### config.mk
export PLATFORM = sky130hd
export DESIGN_NAME = histogram_accum_p
export DESIGN_NICKNAME = d
export VERILOG_FILES = /design/src/rtl/histogram_accum_p.sv
export SDC_FILE = /design/constraint.sdc
export NUM_CORES = 1
export LEC_CHECK = 0
export BUFFER_PORTS_ARGS = -buffer_cell sky130_fd_sc_hd__buf_2
export CAP_MARGIN = 20
export CORE_MARGIN = 1
export CORE_UTILIZATION = 40
export DETAILED_ROUTE_END_ITERATION = 12
export HOLD_SLACK_MARGIN = 0.1
export PLACE_DENSITY = 0.63
export SYNTH_ARGS = -nofsm -noshare
export SYNTH_HDL_FRONTEND = slang
export SYNTH_SLANG_ARGS = --single-unit
### constraint.sdc
create_clock -name clock -period 7.42 [get_ports clock]
set_clock_uncertainty 0.2 [all_clocks]
set_input_delay 0.742 -clock clock [delete_from_list [all_inputs] [get_ports clock]]
set_output_delay 0.742 -clock clock [all_outputs]
set_load 0.01 [all_outputs]
### src/rtl/histogram_accum_p.sv
// histogram_accum_p: streams one frame of packed pixels from source memory and
// counts every pixel value into an external bin memory. Optional clear phase,
// saturating counters, accumulate-across-frames mode, start/busy/done handshake.
//
// Handshake: start is a one-cycle pulse that is accepted only in IDLE; busy is
// high from the cycle after acceptance until the done cycle; done pulses for one
// cycle once the last bin write has been issued, and busy is already low then.
module histogram_accum_p #(
  parameter int PIX_W     = 8,
  parameter int LANES     = 16,
  parameter int NUM_WORDS = 19200,
  parameter int ADDR_W    = 16,
  parameter int CNT_W     = 20
) (
  input  logic                   clock,
  input  logic                   rst_n,
  input  logic                   start,
  input  logic                   accumulate,
  input  logic [ADDR_W-1:0]      src_base,
  output logic [ADDR_W-1:0]      src_rd_addr,
  input  logic [PIX_W*LANES-1:0] src_rd_data,
  output logic [PIX_W-1:0]       bin_rd_addr,
  input  logic [CNT_W-1:0]       bin_rd_data,
  output logic                   bin_wr_en,
  output logic [PIX_W-1:0]       bin_wr_addr,
  output logic [CNT_W-1:0]       bin_wr_data,
  output logic                   busy,
  output logic                   done,
  output logic                   sat_flag,
  output logic [2:0]             state_dbg
);

  localparam int SRC_W  = PIX_W * LANES;
  localparam int LANE_W = (LANES > 1) ? $clog2(LANES) : 1;
  localparam int WORD_W = (NUM_WORDS > 1) ? $clog2(NUM_WORDS) : 1;
  localparam logic [LANE_W-1:0] LAST_LANE = LANE_W'(LANES - 1);
  localparam logic [WORD_W-1:0] LAST_WORD = WORD_W'(NUM_WORDS - 1);
  localparam logic [CNT_W-1:0]  CNT_MAX   = {CNT_W{1'b1}};

  typedef enum logic [2:0] {
    S_IDLE     = 3'd0,
    S_CLEAR    = 3'd1,
    S_PREFETCH = 3'd2,
    S_COUNT    = 3'd3,
    S_DRAIN    = 3'd4,
    S_DONE     = 3'd5
  } state_t;

  state_t state, state_nx;

  logic [ADDR_W-1:0] base_q;
  logic [LANE_W-1:0] lane_q;
  logic [WORD_W-1:0] word_q;
  logic [SRC_W-1:0]  buf_q;

  // F stage (bin read in flight), W stage (write on the bus), P (last cycle's write)
  logic              f_valid;
  logic [PIX_W-1:0]  f_addr;
  logic              w_en;
  logic [PIX_W-1:0]  w_addr;
  logic [CNT_W-1:0]  w_data;
  logic              p_en;
  logic [PIX_W-1:0]  p_addr;
  logic [CNT_W-1:0]  p_data;
  logic              sat_q;

  logic              last_lane;
  logic              last_word;
  logic [PIX_W-1:0]  pixel;
  logic [CNT_W-1:0]  old_cnt;
  logic [CNT_W-1:0]  new_cnt;
  logic              accept;

  assign accept    = (state == S_IDLE) && start;
  assign last_lane = (lane_q == LAST_LANE);
  assign last_word = (word_q == LAST_WORD);

  // Lane 0 comes straight off the source bus; later lanes from the shifted buffer.
  assign pixel = (lane_q == '0) ? src_rd_data[PIX_W-1:0] : buf_q[PIX_W-1:0];

  // Old count for the F stage: a write on the bus now beats the write from last
  // cycle, which beats the memory (the memory missed both of them).
  always_comb begin
    old_cnt = bin_rd_data;
    if (w_en && (w_addr == f_addr)) begin
      old_cnt = w_data;
    end else if (p_en && (p_addr == f_addr)) begin
      old_cnt = p_data;
    end
    new_cnt = (old_cnt == CNT_MAX) ? old_cnt : old_cnt + CNT_W'(1);
  end

  // Next-state logic.
  always_comb begin
    state_nx = state;
    case (state)
      S_IDLE:     if (start) state_nx = accumulate ? S_PREFETCH : S_CLEAR;
      S_CLEAR:    if (&w_addr) state_nx = S_PREFETCH;
      S_PREFETCH: state_nx = S_COUNT;
      S_COUNT:    if (last_lane && last_word) state_nx = S_DRAIN;
      S_DRAIN:    if (!f_valid) state_nx = S_DONE;
      S_DONE:     state_nx = S_IDLE;
      default:    state_nx = S_IDLE;
    endcase
  end

  // Output decode: source/bin read addresses and handshake flags.
  always_comb begin
    src_rd_addr = '0;
    if (state == S_PREFETCH) begin
      src_rd_addr = base_q;
    end else if ((state == S_COUNT) && last_lane && !last_word) begin
      src_rd_addr = base_q + ADDR_W'(word_q) + ADDR_W'(1);
    end
    bin_rd_addr = (state == S_COUNT) ? pixel : '0;
    busy        = (state == S_CLEAR) || (state == S_PREFETCH) ||
                  (state == S_COUNT) || (state == S_DRAIN);
    done        = (state == S_DONE);
  end

  assign bin_wr_en   = w_en;
  assign bin_wr_addr = w_addr;
  assign bin_wr_data = w_data;
  assign sat_flag    = sat_q;
  assign state_dbg   = state;

  // State register.
  always_ff @(posedge clock or negedge rst_n) begin
    if (!rst_n) state <= S_IDLE;
    else        state <= state_nx;
  end

  // Frame walk: latched base, lane/word counters and the shifting word buffer.
  always_ff @(posedge clock or negedge rst_n) begin
    if (!rst_n) begin
      base_q <= '0;
      lane_q <= '0;
      word_q <= '0;
      buf_q  <= '0;
    end else begin
      if (accept) base_q <= src_base;
      if (state == S_PREFETCH) begin
        lane_q <= '0;
        word_q <= '0;
      end else if (state == S_COUNT) begin
        buf_q <= ((lane_q == '0) ? src_rd_data : buf_q) >> PIX_W;
        if (last_lane) begin
          lane_q <= '0;
          word_q <= word_q + WORD_W'(1);
        end else begin
          lane_q <= lane_q + LANE_W'(1);
        end
      end
    end
  end

  // Count pipeline plus clear writes; both share the registered W stage.
  always_ff @(posedge clock or negedge rst_n) begin
    if (!rst_n) begin
      f_valid <= 1'b0;
      f_addr  <= '0;
      w_en    <= 1'b0;
      w_addr  <= '0;
      w_data  <= '0;
      p_en    <= 1'b0;
      p_addr  <= '0;
      p_data  <= '0;
    end else begin
      f_valid <= (state == S_COUNT);
      f_addr  <= pixel;
      p_en    <= w_en;
      p_addr  <= w_addr;
      p_data  <= w_data;
      if (accept && !accumulate) begin
        w_en   <= 1'b1;
        w_addr <= '0;
        w_data <= '0;
      end else if ((state == S_CLEAR) && !(&w_addr)) begin
        w_en   <= 1'b1;
        w_addr <= w_addr + PIX_W'(1);
        w_data <= '0;
      end else if (f_valid) begin
        w_en   <= 1'b1;
        w_addr <= f_addr;
        w_data <= new_cnt;
      end else begin
        w_en   <= 1'b0;
      end
    end
  end

  // Saturation flag: cleared by an accepted start, set when a bin reaches max.
  always_ff @(posedge clock or negedge rst_n) begin
    if (!rst_n) begin
      sat_q <= 1'b0;
    end else if (accept) begin
      sat_q <= 1'b0;
    end else if (f_valid && (new_cnt == CNT_MAX)) begin
      sat_q <= 1'b1;
    end
  end

endmodule

Word level (Yosys, flattened, before mapping):

Index checks and enable logic that the tools add are counted.

* register bits: 226
* input bits: 168
* word-level logic and storage cells: 92

* add/sub/neg operators: 6
* multiplexer cells: 31
* eq/ne operators: 15
* reductions and logical operators: 25
* bitwise operators: 1

Operators by type and width (count)
* $mux W128: 1
* $mux W20: 6
* $mux W15: 3
* $eq A20 B20 Y1 const B: 2
* $mux W8: 5
* $mux W16: 2
* $add A20 B1 Y20 const B: 1
* $add A16 B1 Y16 const B: 1
* $add A16 B15 Y16: 1
* $eq A8 B8 Y1: 2
* $add A15 B1 Y15 const B: 1
* $eq A15 B15 Y1 const B: 1
* $pmux W3 S5: 1
* $mux W3: 4
* $mux W4: 3
* $logic_and A1 B1 Y1: 9
* $add A8 B1 Y8 const B: 1
* $ne A2 B2 Y1 const B: 4
* $reduce_and A8 Y1: 1
* $eq A3 B2 Y1 const B: 2
* $eq A3 B3 Y1 const B: 2
* $reduce_bool A2 Y1: 3
* $mux W1: 5
* $add A4 B1 Y4 const B: 1
* other kinds (11): 16

Longest topological paths before layout:

* depth after elaboration: 10
* mapped depth: 18
* gate-level depth less buffers: 16

Worst setup path after synthesis:

Ideal clock, no wire load.

* path kind: flip-flop to flip-flop
* start: register f_addr[0]
* end: register sat_q (netlist: sat_flag)
* cell stages (with the launch flop): 18
* arrival time: 4.568 ns
* period minus slack after synthesis: 4.836 ns
* slack: 2.584 ns
* setup time: 0.067 ns
* path buffers: 2
* data required time: 7.153 ns
* cell sequence: dfrtp_1 > xor2_1 > or3_4 > nor3_4 > buf_2 > buf_1 > mux2i_1 > o21ai_0 > ha_1 > nand3_1 > nor3_1 > a31oi_1 > or3_1 > or2_1 > o31ai_1 > nand4_1 > nor4b_1 > a32o_1

* longest elaborated chain between the ends: 9
* elaborated cells between the ends (all ways): 12
* those cells by class: 1 x add/sub; 4 x eq/ne; 3 x mux; 4 x reduce/logical

Ends and longest elaborated chain
* from (decl): RTL line 58 `logic [PIX_W-1:0] f_addr;`
* from (signal assigned): RTL line 170 `f_addr <= pixel;`
* $eq A8 B8 Y1: RTL line 87 `end else if (p_en && (p_addr == f_addr)) begin`
* $logic_and A1 B1 Y1: RTL line 87
* $mux W20: RTL line 87
* $mux W20 (*): RTL line 85 `if (w_en && (w_addr == f_addr)) begin`
* $add A20 B1 Y20 or $eq A20 B20 Y1 (tied branches): RTL line 90 `new_cnt = (old_cnt == CNT_MAX) ? old_cnt : old_cnt + CNT_W'(1);`
* $mux W20 (*): RTL line 90
* $eq A20 B20 Y1 (*): RTL line 198 `end else if (f_valid && (new_cnt == CNT_MAX)) begin`
* $logic_and A1 B1 Y1 (*): RTL line 198
* $reduce_bool A2 Y1 (no source line) (*)
* to (signal assigned): RTL line 195 `sat_q <= 1'b0;`
* to (signal assigned): RTL line 197 `sat_q <= 1'b0;`
* to (signal assigned): RTL line 199 `sat_q <= 1'b1;`
* to (decl): RTL line 65 `logic sat_q;`

Mark *: on every way between the ends. The rest lies on a longest branch, timed or not.
A chain may end at the register's enable or synchronous reset.

Worst setup path in the final report:

Ends and elaborated chain as after synthesis.

==> metrics.md <==
| Metric | Value |
|---|---|
| Slowest-stage cell, CP | `or3_1` |
| CP delay by family, top | `simple AND/OR/NAND/NOR gates` |
| Boundary Pins | `227` |
| Cell area after layout | `14300 um2` |
| Initial antenna violation count | `8` |
| Crit path DAT | `5.14 ns` |
| Synth async-reset ratio | `1.00` |
| Most frequent cell after synthesis | `dfrtp_1` |
| Drt pass-1 iters | `5` |
| Cell Chain, Critical Path | `xor2_1 -> or3_4 -> nor3_4 -> buf_4 -> mux2i_1 -> o21ai_0 -> ha_1 -> nand3_1 -> nor3_1 -> a31oi_1 -> or3_1 -> or2_1 -> o31ai_1 -> nand4_1 -> nor4b_1 -> a32o_1` |
| Leak Pwr | `6.45 nW` |
| Vias in the first global route | `9342` |
| HP Class | `input port to flop` |
| CP Class | `flop to flop` |
| EDFF count, synth | `0` |
| DR vias/cell | `5.26` |
| Mapped cell area | `11800 um2` |
| Non-filler instance count after layout | `1838` |
| Final Net Count | `1621` |
| Synthesis warning total | `0` |
| Max Cap Viol | `0` |
| Global-route wire length before repair | `49700 um` |
| FP Rows | `62` |
| NetSw | `2.16 mW` |
| Worst EP required | `7.69 ns` |
| Worst reg2reg setup slack | `2.54 ns` |
| Synth unique cells | `66` |
| Most frequent cells after synthesis | `226 x dfrtp_1, 223 x nand2_1, 157 x o21ai_0, 142 x mux2i_1, 74 x nor2_1` |
| Post-CTS setup repair buffer count | `0` |
| Sw Share | `0.384` |
| HP Start | `src_base[12]` |
| Syn Area/Cell | `9.57 um2` |
| Area grow syn2layout | `20.7%` |
| Status | `finished, final reports clean` |
| Wirelength, routed | `30900 um` |
| Synth area leaders | `dfrtp_1 48%, mux2i_1 12%, nand2_1 7.1%` |
| Worst R2R Path Depth | `16` |
| Worst-path clk slew | `0.06 ns` |
| Hpwl dp | `22100 um` |
| Die Y | `174 um` |
| CTS Buf Count | `28` |
| Largest net degree at the start of global routing | `131` |
| Placer Congestion | `0.918` |
| Synth Register Bits | `226` |
| Vias | `9663` |
| RSZ-0062 raised after global routing | `no` |
| CTS max path bufs | `3` |
| Setup Viol. Count Final | `0` |
| RR Startpoint | `f_addr[0]` |
| Port bufs | `226` |
| Total Routing Usage GR | `0.203` |
| Minimum clock period | `4.88 ns` |
| Die W | `174 um` |
| Resize count post-CTS | `0` |
| Peak supply drop | `0.280 mV` |
| Crit share post-route | `0.657` |
| Crit path largest cell delay | `0.48 ns` |
| Core area | `28900 um2` |
| Initial Utilization | `0.409` |
| Critical path peak fanout | `36` |
| FILL cells | `2739` |
| Ys flop type | `dfrtp_1` |
| Max-Slew Margin vs Limit | `0.289` |
| Pint | `3.46 mW` |
| Inst Count DP | `1784` |
| Congestion Overflow GR | `0` |
| DRT antenna net count | `0` |
| Mapped Nets | `1423` |
| Reg2reg end | `sat_flag` |
| Logic pwr share | `0.376` |
| Root Driver | `clkbuf_16` |
| Routed len/inst | `16.8 um` |
| H-tree Lvls | `1` |
| Hold Path Sink | `base_q[12]` |
| Residual DRC | `0` |
| Tightest Pin Transition | `1.07 ns` |
| Clk sinks | `226` |
| Reg power frac | `0.379` |
| Initial DRC count | `798` |
| Die area | `30200 um2` |
| Buf+Inv Stages, Crit Path | `1` |
| Setup_tns | `0 ns` |
| Clk pwr share | `0.245` |
| CP endpoint kind | `flop` |
| Hold Buf Count CTS | `1` |
| Largest area contributor in the netlist | `dfrtp_1` |
| Yosys top cell area share | `0.479` |
| Hold path depth | `3` |
| Cells after Synth | `1234` |
| Final Max Tran Viols | `0` |
| Total power | `5.62 mW` |
| PwrDens | `394 nW/um2` |
| Fmax | `205 MHz` |
| Clock tree from TritonCTS | `built` |
| CP Launch Type | `flop` |
| Clock latency on the worst-skew pair | `0.54 ns` |
| DP Area | `13300 um2` |
| Final Hold Fails | `0` |
| Register area share after synthesis | `0.479` |
| Layout cells sized above 1 | `0.213` |
layout make-up:
class / count / area (um2) / share of cell area
antenna: 3 / 7.51 / 0.000527
clock buffer: 39 / 803 / 0.0564
clock inverter: 10 / 128 / 0.00895
inverter: 18 / 67.6 / 0.00474
multi-input combinational: 921 / 5850 / 0.411
sequential: 226 / 5660 / 0.397
tap: 384 / 480 / 0.0337
timing repair buffer: 237 / 1260 / 0.0883
how the worst max path moves through the flow:
stage                          from               to  slack, ns  cells past startpoint
after global placement    f_addr[0]         sat_flag       2.80                     16
final                     f_addr[0]         sat_flag       2.54                     16
after detailed placement  f_addr[0]         sat_flag       2.65                     16
after CTS                 word_q[0]  src_rd_addr[14]       2.59                     16
after floorplan           f_addr[0]         sat_flag       2.58                     17
after global routing      f_addr[0]         sat_flag       2.15                     16
cells by family after synthesis:
family | Yosys count | share of synthesized area
AO/OA/AOI/OAI | 273 | 0.138
XOR/XNOR | 50 | 0.0371
adder cells (fa/ha/maj) | 21 | 0.0229
buffers and inverters | 87 | 0.0278
flip-flops | 226 | 0.479
multiplexers | 154 | 0.132
AND/OR/NAND/NOR | 423 | 0.164
state kept, by name (all words and copies together) (netlist names):
name	flops
buf_q	120
bin_wr_data	20
p_data	20
base_q	16
word_q	15
bin_wr_addr	8
f_addr	8
p_addr	8
lane_q	4
state_dbg	3
bin_wr_en	1
f_valid	1
p_en	1
sat_flag	1
metal layers:
layer	share of wire	vias up	GRT usage	routed length (um)
met3	0.077	41	0.0581	2390
met1	0.44	4606	0.270	13700
met4	0.015	8	0.0420	451
met2	0.46	275	0.328	14300
met5	0.0014	-	0	43
li1	-	4733	-	-
through the flow:
stage / utilization / hold WS [ns] / setup slack [ns]
floorplan: - / 0.234 / 2.58
global placement: 0.460 / 0.194 / 2.80
detailed placement: 0.460 / 0.216 / 2.65
CTS: 0.493 / 0.171 / 2.59
global route: 0.494 / 0.191 / 2.15
finish: 0.494 / 0.197 / 2.54
power by group through the flow:
| stage | Clock, mW | Sequential [mW] | Combinational, mW |
|---|---|---|---|
| floorplan | 0 | 2.04 | 1.57 |
| global placement | 0 | 2.13 | 2.07 |
| detailed placement | 0 | 2.15 | 2.11 |
| CTS | 1.42 | 2.13 | 2.11 |
| global route | 1.47 | 2.20 | 2.38 |
| finish | 1.38 | 2.13 | 2.11 |
worst min-delay path, delay by kind of cell:
family	cells	cell delay [ns]
buffers and inverters	1	0.07
AND/OR/NAND/NOR	2	0.08
placed cells by master, fill, tap and decap left out, drive strengths merged, types with 13 or more instances in the layout:
cell    synthesis  layout
ha             20      20
o21ai         160     160
nand3          20      20
mux2i         142     142
nand2         223     223
xor2           24      24
nor3           19      19
inv            18      18
a211oi         14      14
nand4          16      16
a31oi          13      13
dfrtp         226     226
a21oi          28      28
nor2           75      75
xnor2          26      26
clkbuf         56      39
buf            13     236
and2           13      13
No activity file was read; power rests on OpenSTA's default activity.
